$ cat config.mk
export PLATFORM = sky130hd
export DESIGN_NAME = mem_port_arbiter_flat
export DESIGN_NICKNAME = d
export VERILOG_FILES = /design/src/rtl/mem_port_arbiter_if.sv /design/src/rtl/mem_port_arbiter.sv /design/src/flat_wrapper.sv
export SDC_FILE = /design/constraint.sdc
export NUM_CORES = 1
export LEC_CHECK = 0
export CAP_MARGIN = 5
export CORE_AREA = 2 2 177 179
export DETAILED_ROUTE_END_ITERATION = 16
export DIE_AREA = 0 0 179 181
export HOLD_SLACK_MARGIN = 0.06
export PLACE_DENSITY_LB_ADDON = 0.25
export SETUP_SLACK_MARGIN = 0.2
export SLEW_MARGIN = 5
export SYNTH_ARGS = -nofsm -noshare
export SYNTH_HDL_FRONTEND = slang
export SYNTH_SLANG_ARGS = --single-unit
export TNS_END_PERCENT = 50
$ cat constraint.sdc
create_clock -name clk -period 5.1 [get_ports clk]
set_input_delay 1.53 -clock clk [delete_from_list [all_inputs] [get_ports clk]]
set_output_delay 1.53 -clock clk [all_outputs]
set_load 0.1 [all_outputs]
$ cat src/rtl/mem_port_arbiter_if.sv
// Requester-side handshake bundle for one port of the shared RAM arbiter.
// The requester holds req and the command fields stable until req & gnt.
interface mem_port_arbiter_if #(
  parameter int ADDR_W = 16,
  parameter int DATA_W = 64
);
  logic              req;
  logic              gnt;
  logic              we;
  logic [1:0]        size;
  logic [ADDR_W-1:0] addr;
  logic [DATA_W-1:0] wdata;
  logic              ack;
  logic              err;
  logic [DATA_W-1:0] rdata;

  modport master (
    output req, we, size, addr, wdata,
    input  gnt, ack, err, rdata
  );

  modport slave (
    input  req, we, size, addr, wdata,
    output gnt, ack, err, rdata
  );
endinterface

$ cat src/rtl/mem_port_arbiter.sv
// Arbitrates instruction-fetch and load/store requests onto one single-port RAM:
// accept -> one RAM access cycle -> ack, one access every two cycles.
module mem_port_arbiter #(
  parameter int ADDR_W    = 16,
  parameter int DATA_W    = 64,
  parameter int DATA_PRIO = 0
) (
  input  logic                  clk,
  input  logic                  rst,
  mem_port_arbiter_if.slave     i_port,
  mem_port_arbiter_if.slave     d_port,
  output logic                  ram_load,
  output logic [1:0]            ram_wr,
  output logic [ADDR_W-1:0]     ram_addr,
  output logic [DATA_W-1:0]     ram_d,
  input  logic [DATA_W-1:0]     ram_q
);

  typedef enum logic [1:0] {IDLE = 2'd0, ACCESS = 2'd1, RESP = 2'd2} state_t;

  state_t            state;
  logic              last_d;
  logic              cmd_d;
  logic              cmd_we;
  logic              cmd_err;
  logic [1:0]        cmd_size;
  logic [ADDR_W-1:0] cmd_addr;
  logic [DATA_W-1:0] cmd_wdata;

  logic              can_accept;
  logic              pick_d;
  logic              any_gnt;
  logic              sel_we;
  logic [1:0]        sel_size;
  logic [ADDR_W-1:0] sel_addr;
  logic [DATA_W-1:0] sel_wdata;
  logic              cap_upd;
  logic [DATA_W-1:0] cap_data;

  // True when the last byte of the access lies beyond the top of the RAM.
  function automatic logic past_end(input logic [ADDR_W-1:0] addr, input logic [1:0] size);
    logic [ADDR_W:0] span;
    logic [ADDR_W:0] last;
    case (size)
      2'b10:   span = (ADDR_W+1)'(3);
      2'b11:   span = (ADDR_W+1)'(7);
      default: span = '0;
    endcase
    last = {1'b0, addr} + span;
    return (size != 2'b00) && last[ADDR_W];
  endfunction

  function automatic logic [DATA_W-1:0] load_mask(input logic [DATA_W-1:0] q, input logic [1:0] size);
    logic [DATA_W-1:0] m;
    case (size)
      2'b01:   m = {{(DATA_W-8){1'b0}}, 8'hFF};
      2'b10:   m = {{(DATA_W-32){1'b0}}, 32'hFFFF_FFFF};
      2'b11:   m = '1;
      default: m = '0;
    endcase
    return q & m;
  endfunction

  // last_d is the port granted most recently; a tie goes to the other one.
  always_comb begin
    can_accept = (state != ACCESS) && !rst;
    pick_d     = d_port.req && ((DATA_PRIO != 0) || !i_port.req || !last_d);
    any_gnt    = can_accept && (d_port.req || i_port.req);
    sel_we     = pick_d ? d_port.we    : i_port.we;
    sel_size   = pick_d ? d_port.size  : i_port.size;
    sel_addr   = pick_d ? d_port.addr  : i_port.addr;
    sel_wdata  = pick_d ? d_port.wdata : i_port.wdata;
    cap_upd    = cmd_err || !cmd_we;
    cap_data   = cmd_err ? '0 : load_mask(ram_q, cmd_size);
  end

  assign d_port.gnt = can_accept && pick_d;
  assign i_port.gnt = can_accept && i_port.req && !pick_d;

  assign ram_addr = cmd_addr;
  assign ram_wr   = cmd_size;
  assign ram_d    = cmd_wdata;
  assign ram_load = (state == ACCESS) && cmd_we && !cmd_err && (cmd_size != 2'b00) && !rst;

  always_ff @(posedge clk) begin
    if (rst) begin
      state        <= IDLE;
      last_d       <= 1'b1;
      cmd_d        <= 1'b0;
      cmd_we       <= 1'b0;
      cmd_err      <= 1'b0;
      cmd_size     <= 2'b00;
      cmd_addr     <= '0;
      cmd_wdata    <= '0;
      i_port.ack   <= 1'b0;
      i_port.err   <= 1'b0;
      i_port.rdata <= '0;
      d_port.ack   <= 1'b0;
      d_port.err   <= 1'b0;
      d_port.rdata <= '0;
    end else begin
      i_port.ack <= 1'b0;
      i_port.err <= 1'b0;
      d_port.ack <= 1'b0;
      d_port.err <= 1'b0;

      if (any_gnt) begin
        cmd_d     <= pick_d;
        cmd_we    <= sel_we;
        cmd_size  <= sel_size;
        cmd_addr  <= sel_addr;
        cmd_wdata <= sel_wdata;
        cmd_err   <= past_end(sel_addr, sel_size);
        last_d    <= pick_d;
      end

      unique case (state)
        IDLE, RESP: state <= any_gnt ? ACCESS : IDLE;
        ACCESS: begin
          state <= RESP;
          if (cmd_d) begin
            d_port.ack <= 1'b1;
            d_port.err <= cmd_err;
            if (cap_upd) d_port.rdata <= cap_data;
          end else begin
            i_port.ack <= 1'b1;
            i_port.err <= cmd_err;
            if (cap_upd) i_port.rdata <= cap_data;
          end
        end
        default: state <= IDLE;
      endcase
    end
  end

endmodule

$ cat src/flat_wrapper.sv
// flat-port wrapper written by rule: the top's interface ports become plain ports
module mem_port_arbiter_flat 
#(
  parameter int ADDR_W    = 16,
  parameter int DATA_W    = 64,
  parameter int DATA_PRIO = 0
)
  (clk, rst, ram_load, ram_wr, ram_addr, ram_d, ram_q, i_port_req, i_port_we, i_port_size, i_port_addr, i_port_wdata, i_port_gnt, i_port_ack, i_port_err, i_port_rdata, d_port_req, d_port_we, d_port_size, d_port_addr, d_port_wdata, d_port_gnt, d_port_ack, d_port_err, d_port_rdata);
  mem_port_arbiter_if #(.ADDR_W(ADDR_W), .DATA_W(DATA_W)) i_port_i ();
  mem_port_arbiter_if #(.ADDR_W(ADDR_W), .DATA_W(DATA_W)) d_port_i ();
  input  logic clk;
  input  logic rst;
  output logic ram_load;
  output logic [1:0] ram_wr;
  output logic [ADDR_W-1:0] ram_addr;
  output logic [DATA_W-1:0] ram_d;
  input  logic [DATA_W-1:0] ram_q;
  input wire logic [$bits(i_port_i.req)-1:0] i_port_req;
  input wire logic [$bits(i_port_i.we)-1:0] i_port_we;
  input wire logic [$bits(i_port_i.size)-1:0] i_port_size;
  input wire logic [$bits(i_port_i.addr)-1:0] i_port_addr;
  input wire logic [$bits(i_port_i.wdata)-1:0] i_port_wdata;
  output wire logic [$bits(i_port_i.gnt)-1:0] i_port_gnt;
  output wire logic [$bits(i_port_i.ack)-1:0] i_port_ack;
  output wire logic [$bits(i_port_i.err)-1:0] i_port_err;
  output wire logic [$bits(i_port_i.rdata)-1:0] i_port_rdata;
  input wire logic [$bits(d_port_i.req)-1:0] d_port_req;
  input wire logic [$bits(d_port_i.we)-1:0] d_port_we;
  input wire logic [$bits(d_port_i.size)-1:0] d_port_size;
  input wire logic [$bits(d_port_i.addr)-1:0] d_port_addr;
  input wire logic [$bits(d_port_i.wdata)-1:0] d_port_wdata;
  output wire logic [$bits(d_port_i.gnt)-1:0] d_port_gnt;
  output wire logic [$bits(d_port_i.ack)-1:0] d_port_ack;
  output wire logic [$bits(d_port_i.err)-1:0] d_port_err;
  output wire logic [$bits(d_port_i.rdata)-1:0] d_port_rdata;
  assign i_port_i.req = i_port_req;
  assign i_port_i.we = i_port_we;
  assign i_port_i.size = i_port_size;
  assign i_port_i.addr = i_port_addr;
  assign i_port_i.wdata = i_port_wdata;
  assign i_port_gnt = i_port_i.gnt;
  assign i_port_ack = i_port_i.ack;
  assign i_port_err = i_port_i.err;
  assign i_port_rdata = i_port_i.rdata;
  assign d_port_i.req = d_port_req;
  assign d_port_i.we = d_port_we;
  assign d_port_i.size = d_port_size;
  assign d_port_i.addr = d_port_addr;
  assign d_port_i.wdata = d_port_wdata;
  assign d_port_gnt = d_port_i.gnt;
  assign d_port_ack = d_port_i.ack;
  assign d_port_err = d_port_i.err;
  assign d_port_rdata = d_port_i.rdata;
  mem_port_arbiter #(.ADDR_W(ADDR_W), .DATA_W(DATA_W), .DATA_PRIO(DATA_PRIO)) u_core (.clk(clk), .rst(rst), .i_port(i_port_i), .d_port(d_port_i), .ram_load(ram_load), .ram_wr(ram_wr), .ram_addr(ram_addr), .ram_d(ram_d), .ram_q(ram_q));
endmodule
==> summary.md, run 1 <==
| Metric | Value |
|---|---|
| Synth top area cells | `dfxtp_1 (49%), nand2_1 (12%), a21oi_1 (7.2%), nand3_1 (7.2%), a311oi_2 (6.7%)` |
| Drt pass-1 iters | `7` |
| Iteration-0 DRC Markers | `476` |
| Slew headroom | `21.35%` |
| VDD IR max | `0.2173 mV` |
| Area grow syn2layout | `62.04%` |
| Largest family of logic cells by synthesized area | `simple AND/OR/NAND/NOR gates` |
| Sequential element share of the synthesized area | `49.02%` |
| Post-Synth Adder-Cell Area | `less than 1%` |
| Vias post-DR | `about 9k` |
| H-tree depth | `1` |
| CTS root buf | `clkbuf_16` |
| Post-route cell area | `0.01456 mm2` |
| Area of placed instances | `0.01368 mm2` |
| Clk Latency, worst-skew pair | `0.53 ns` |
| CP startpoint kind | `input port` |
| XOR/XNOR Fraction of Synth Area | `0%` |
| Synth top area share | `49.02%` |
| Top Ports | `approximately 450` |
| Setup TNS | `0 ns` |
| Final setup vio count | `0` |
| Rows | `between 60 and 70` |
| Grt ovf | `0` |
| Switching power total | `1.582 mW` |
| Ys flop type | `dfxtp_1` |
| WS Path Type | `input port to output pin` |
| Final nets | `1720` |
| Cts bufs inserted | `26` |
| Die width | `around 180 um` |
| Post-DP HPWL | `24780 um` |
| DRC errors left | `0` |
| Synthesized area per cell | `8.220 um2` |
| Top fanout value on the critical path | `5` |
| Combinational power share | `about 24%` |
| Synth Area in Compound Gates | `between 10% and 20%` |
| Drt via density | `4.866` |
| Outcome | `completed` |
| Max Cap Viol | `0` |
| HP Class | `register to register` |
| GRT Resource Usage Total | `20.46%` |
| Initial Util | `29.61%` |
| Internal Power | `3.303 mW` |
| Distinct cells, synth | `35` |
| Multiplexer share of the synthesized area | `less than 1%` |
| CTS tree | `built` |
| Pwr Total | `4.886 mW` |
| Yosys warnings | `0` |
| Final Max Tran Viols | `0` |
| Final WS setup | `0.6636 ns` |
| FF+latch count, synth | `220` |
| Crit path capture type | `output pin` |
| Simple-Gate Fraction of Synth Area | `about a quarter` |
| Final core utilization | `47.97%` |
| Post-synth top cells | `nand2_1 (286), dfxtp_1 (220), a21oi_1 (130), nand3_1 (130), nor2_1 (94)` |
| Initial antenna violation count | `6` |
| Async SR Flop Fraction | `0%` |
| PortBufs | `450` |
| Cell taking the most area after synthesis | `dfxtp_1` |
| Least-Margin Pin Slew | `1.180 ns` |
| Largest net degree at the start of global routing | `91` |
| Worst Clk Skew | `0.006390 ns` |
| DRT Wirelength | `between 30000 and 40000 um` |
| First-pass GRT wire length | `52040 um` |
| Netlist Area Pre-Place | `between 0.008 and 0.009 mm2` |
| Fin. Hold Viols | `0` |
| Count leader, synth | `nand2_1` |
| Clk buf depth | `3` |
| Clk slew on worst S/H paths | `roughly 0.06 ns` |
| Final ANT Viol Nets | `0` |
| Non-filler instance count after layout | `~1.9k` |
| Clock network power share | `38.5%` |
| Hold buffers post-CTS | `0` |
| Max Freq | `0.2254 GHz` |
| Die Footprint | `0.03240 mm2` |
| Fin crit period | `4.436 ns` |
| Mapped Cells | `between 1k and 1.5k` |
| Pwr per Cell Area | `335.6 mW/mm2` |
| Syn nets | `around 1.3k` |
| Post-CTS resize count | `0` |
| Final hold slack | `0.4411 ns` |
| Vias in the first global route | `9018` |
| Tcrit/Tclk final | `between 80 and 90%` |
| RSZ-0062 raised after global routing | `no` |
| Post-Place Worst Slack | `0.6587 ns` |
| Leak | `4.975 nW` |
| CP arrival | `about 2.9 ns` |
| Post-synth EDFFs | `0` |
| Sequential power share | `between 30% and 40%` |
| Post-Place Cells | `about 1.9k` |
| Placeable Area | `0.03035 mm2` |
| Post-CTS Setup Bufs | `0` |
| Clock sinks | `220` |
| WL/cell | `18.25 um` |
| Share of cells above drive strength 1 | `under 10%` |
| Sw Share | `32.39%` |
| GP Congestion | `0.8212` |
| Worst EP required | `3.57 ns` |
| Die Ht | `181 um` |
state kept, by name (all words and copies together) (netlist names):
signal,count
u_core.i_port.ack,1
u_core.ram_addr,16
u_core.d_port.rdata,64
u_core.cmd_d,1
u_core.cmd_err,1
u_core.d_port.ack,1
u_core.ram_wr,2
u_core.i_port.err,1
u_core.i_port.rdata,64
u_core.d_port.err,1
u_core.cmd_we,1
u_core.ram_d,64
u_core.last_d,1
u_core.state,2
logic make-up (layout without fill, tap and decap cells):
group / Yosys count / after routing
simple gates: 543 / 543
buf+inv: 105 / 516
flops: 220 / 220
fa+ha+maj: 2 / 2
other cells: 0 / 4
mux: 4 / 4
compound gates: 219 / 219
critical path, stage by stage:
cell	delay [ns]
clkdlybuf4s50_1	0.61
a21boi_4	0.09
nor4b_2	0.43
buf_12	0.24
power groups by stage:
stage | logic, mW | clock network (mW) | registers (mW)
after floorplan | 0.310 | 0 | 2.33
after global placement | 1.18 | 0 | 1.86
after detailed placement | 1.18 | 0 | 1.87
after CTS | 1.19 | 1.94 | 1.83
after global routing | 1.24 | 2.00 | 1.84
final | 1.18 | 1.88 | 1.83
cell usage in the layout, fill, tap and decap left out, types with 13 or more instances in the layout:
cell type and n:
a21oi_1 130, a311oi_1 41, a311oi_2 40, buf_4 13
clkbuf_16 27, clkdlybuf4s50_1 446, dfxtp_1 220, nand2_1 286
nand3_1 130, nor2_1 94
final timing paths:
kind                                                 to  cells past startpoint  slack, ns       startpoint
worst max-delay path                         i_port_gnt                      4       0.66       i_port_req
worst min-delay path                    u_core.state[0]                      1       0.44  u_core.state[0]
worst max register to register  u_core.d_port.rdata[13]                      4       2.76     u_core.cmd_d
worst min register to register          u_core.state[0]                      1       0.44  u_core.state[0]
layout make-up:
| type | instances | area, um2 |
|---|---|---|
| fillers | 2980 | 15790 |
| repair buffers | 466 | 4696 |
| flip-flops and latches | 220 | 4404 |
| multi-input cells | 768 | 4080 |
| clock buffers | 41 | 778.2 |
| well taps | 396 | 495.5 |
| clock inverters | 7 | 87.58 |
| diodes | 4 | 10.01 |
| inverters | 2 | 7.507 |
layer usage:
layer,share of wire (%),routed length (um),vias to the layer above,GRT usage (%)
li1,-,-,4566,-
met1,38,13220,4291,22.43
met2,49,17070,356,36.74
met3,10,3631,47,7.323
met4,2.3,802,4,5.789
met5,0.078,27,-,0
Power figures use the tool's default switching activity.
==> run 2, diff against run 1 <==
Settings changed: CAP_MARGIN 5 to 20, CTS_CLUSTER_SIZE from default to 24.
==> run 2 against run 1 <==
Register-to-register slack lost 0.02 ns. Routed wire length is essentially flat. Clock power shrank 2%. Largest cell class unchanged. Highest routed layer unchanged.
==> summary.md, run 2 (synthesis results as in run 1) <==
| Metric | Value |
|---|---|
| Post-DP HPWL | `24780 um (unchanged)` |
| H-tree depth | `1 (unchanged)` |
| Clk Latency, worst-skew pair | `0.53 ns (about the same)` |
| Fin crit period | `4.438 ns (+0.001537 ns)` |
| Initial Util | `29.61% (unchanged)` |
| Leak | `4.976 nW (about the same)` |
| Reg area | `0.004404 mm2 (unchanged)` |
| HP Class | `register to register` |
| Crit path capture type | `output pin` |
| Post-CTS Setup Bufs | `0 (unchanged)` |
| Final Max Tran Viols | `0 (unchanged)` |
| CTS root buf | `clkbuf_16` |
| Pwr Total | `4.852 mW (-0.70%)` |
| Worst Clk Skew | `0.009787 ns (+0.003397 ns)` |
| Vias in the first global route | `9017 (-0.011%)` |
| Wire length on met3 | `3594 um (-1.0%)` |
| Outcome | `completed` |
| Fillers | `2980 (unchanged)` |
| Cts bufs inserted | `26 (unchanged)` |
| Clk buf depth | `3 (unchanged)` |
| Worst EP required | `3.57 ns (about the same)` |
| Max Cap Viol | `0 (unchanged)` |
| Final nets | `1721 (+0.058%)` |
| PortBufs | `450 (unchanged)` |
| CP startpoint kind | `input port` |
| Drt pass-1 iters | `5 (-2)` |
| Top Ports | `451 (unchanged)` |
| Tcrit/Tclk final | `87.02% (about the same)` |
| Drt via density | `4.867 (about the same)` |
| CTS tree | `built` |
| Initial antenna violation count | `6 (unchanged)` |
| Die width | `179 um (unchanged)` |
| Hold buffers post-CTS | `0 (unchanged)` |
| Post-Place Cells | `1852 (unchanged)` |
| Least-Margin Pin Slew | `1.119 ns (-0.06028 ns)` |
| Area grow syn2layout | `62.16% (about the same)` |
| Die Footprint | `0.03240 mm2 (unchanged)` |
| Clock sinks | `220 (unchanged)` |
| Die Ht | `181 um (unchanged)` |
| WL/cell | `18.24 um (about the same)` |
| Commonest non-fill, non-tap cell in the layout | `clkdlybuf4s50_1` |
| R2R depth | `5 (+1)` |
| Final setup vio count | `0 (unchanged)` |
| DRT Wirelength | `34720 um (about the same)` |
| Routed met2 length | `17030 um (-0.27%)` |
| Top fanout value on the critical path | `5 (unchanged)` |
| Final WS setup | `0.6620 ns (-0.001537 ns)` |
| Slew headroom | `25.13% (+3.8 points)` |
| DR top layer | `met5` |
| Share of cells above drive strength 1 | `7.575% (+0.061 points)` |
| Area of the multi-input gates | `0.004080 mm2 (unchanged)` |
| Placeable Area | `0.03035 mm2 (unchanged)` |
| Largest net degree at the start of global routing | `91 (unchanged)` |
| Worst Hold Depth | `1 (unchanged)` |
| Non-filler instance count after layout | `1904 (unchanged)` |
| WS Path Type | `input port to output pin` |
| CP arrival | `2.91 ns (about the same)` |
| Final ANT Viol Nets | `0 (unchanged)` |
| Vias post-DR | `9266 (+0.022%)` |
| Iteration-0 DRC Markers | `405 (-15%)` |
| Post-CTS resize count | `0 (unchanged)` |
| Clk slew on worst S/H paths | `0.06 ns (about the same)` |
| GRT Resource Usage Total | `20.46% (about the same)` |
| Fin. Hold Viols | `0 (unchanged)` |
| CP Cell Sequence | `clkdlybuf4s50_1 > a21boi_4 > nor4b_2 > buf_12` |
| Max Freq | `0.2253 GHz (about the same)` |
| M1 wire length | `13300 um (+0.61%)` |
| GP Congestion | `0.8212 (unchanged)` |
| DRC errors left | `0 (unchanged)` |
| Post-Place Worst Slack | `0.6587 ns (unchanged)` |
| Grt ovf | `0 (unchanged)` |
| Commonest cells after routing, fill and taps aside | `clkdlybuf4s50_1 (446), nand2_1 (286), dfxtp_1 (220)` |
| Rows | `64 (unchanged)` |
| CP max stage cell | `clkdlybuf4s50_1` |
| First-pass GRT wire length | `52030 um (about the same)` |
| VDD IR max | `0.2011 mV (-7.4%)` |
| RSZ-0062 raised after global routing | `no` |
| Largest stage delay, worst path | `0.61 ns (about the same)` |
| Pwr per Cell Area | `333.0 mW/mm2 (-0.78%)` |
-- run 2: changes by cell type in the layout (fill, tap and decap cells not counted) --
cell,before,now
buf_16,0,1
bufinv_16,2,1
clkbuf_8,6,7
clkinv_2,4,3
clkinvlp_4,1,2
diode_2,4,3
-- run 2: report_power, final --
group	internal [mW]	total, mW	switching (mW)
sequential	1.79	1.83	0.0411
clock	1.11	1.84	0.737
combinational	0.373	1.18	0.804
total	3.27	4.85	1.58
-- run 2: cell type report --
type	count	share of cell area, %
Tap cell	396	3.401
Clock inverter	6	0.4122
Inverter	2	0.05152
Timing Repair Buffer	467	32.42
Sequential cell	220	30.23
Multi-Input combinational cell	768	28.00
Clock buffer	42	5.436
Antenna cell	3	0.05152
-- run 2: metrics by stage --
stage	instance area [um2]	util [%]	setup TNS, ns	hold slack (ns)
floorplan	8996	-	-0.1834	0.4179
global placement	13680	45.09	0	0.4309
detailed placement	13680	45.09	0	0.4350
CTS	14540	47.89	0	0.4442
global route	14570	48.00	0	0.4656
finish	14570	48.01	0	0.4418
-- run 2: critical path: cells and delay by family --
family                 cells  cell delay, ns
buffers and inverters      2            0.85
AND/OR/NAND/NOR            1            0.43
AO/OA/AOI/OAI              1            0.09
-- run 2: final timing paths --
kind | slack, ns | endpoint | from
setup / recovery | 0.66 | i_port_gnt | i_port_req
hold / removal | 0.44 | u_core.state[0] | u_core.state[0]
setup reg to reg | 2.74 | u_core.i_port.rdata[29] | u_core.state[1]
hold reg to reg | 0.44 | u_core.state[0] | u_core.state[0]
-- run 2: metal layers --
layer	global-route usage [%]	up-vias
met3	7.323	47
met4	5.756	4
met5	0	-
met2	36.75	358
li1	-	4568
met1	22.41	4289
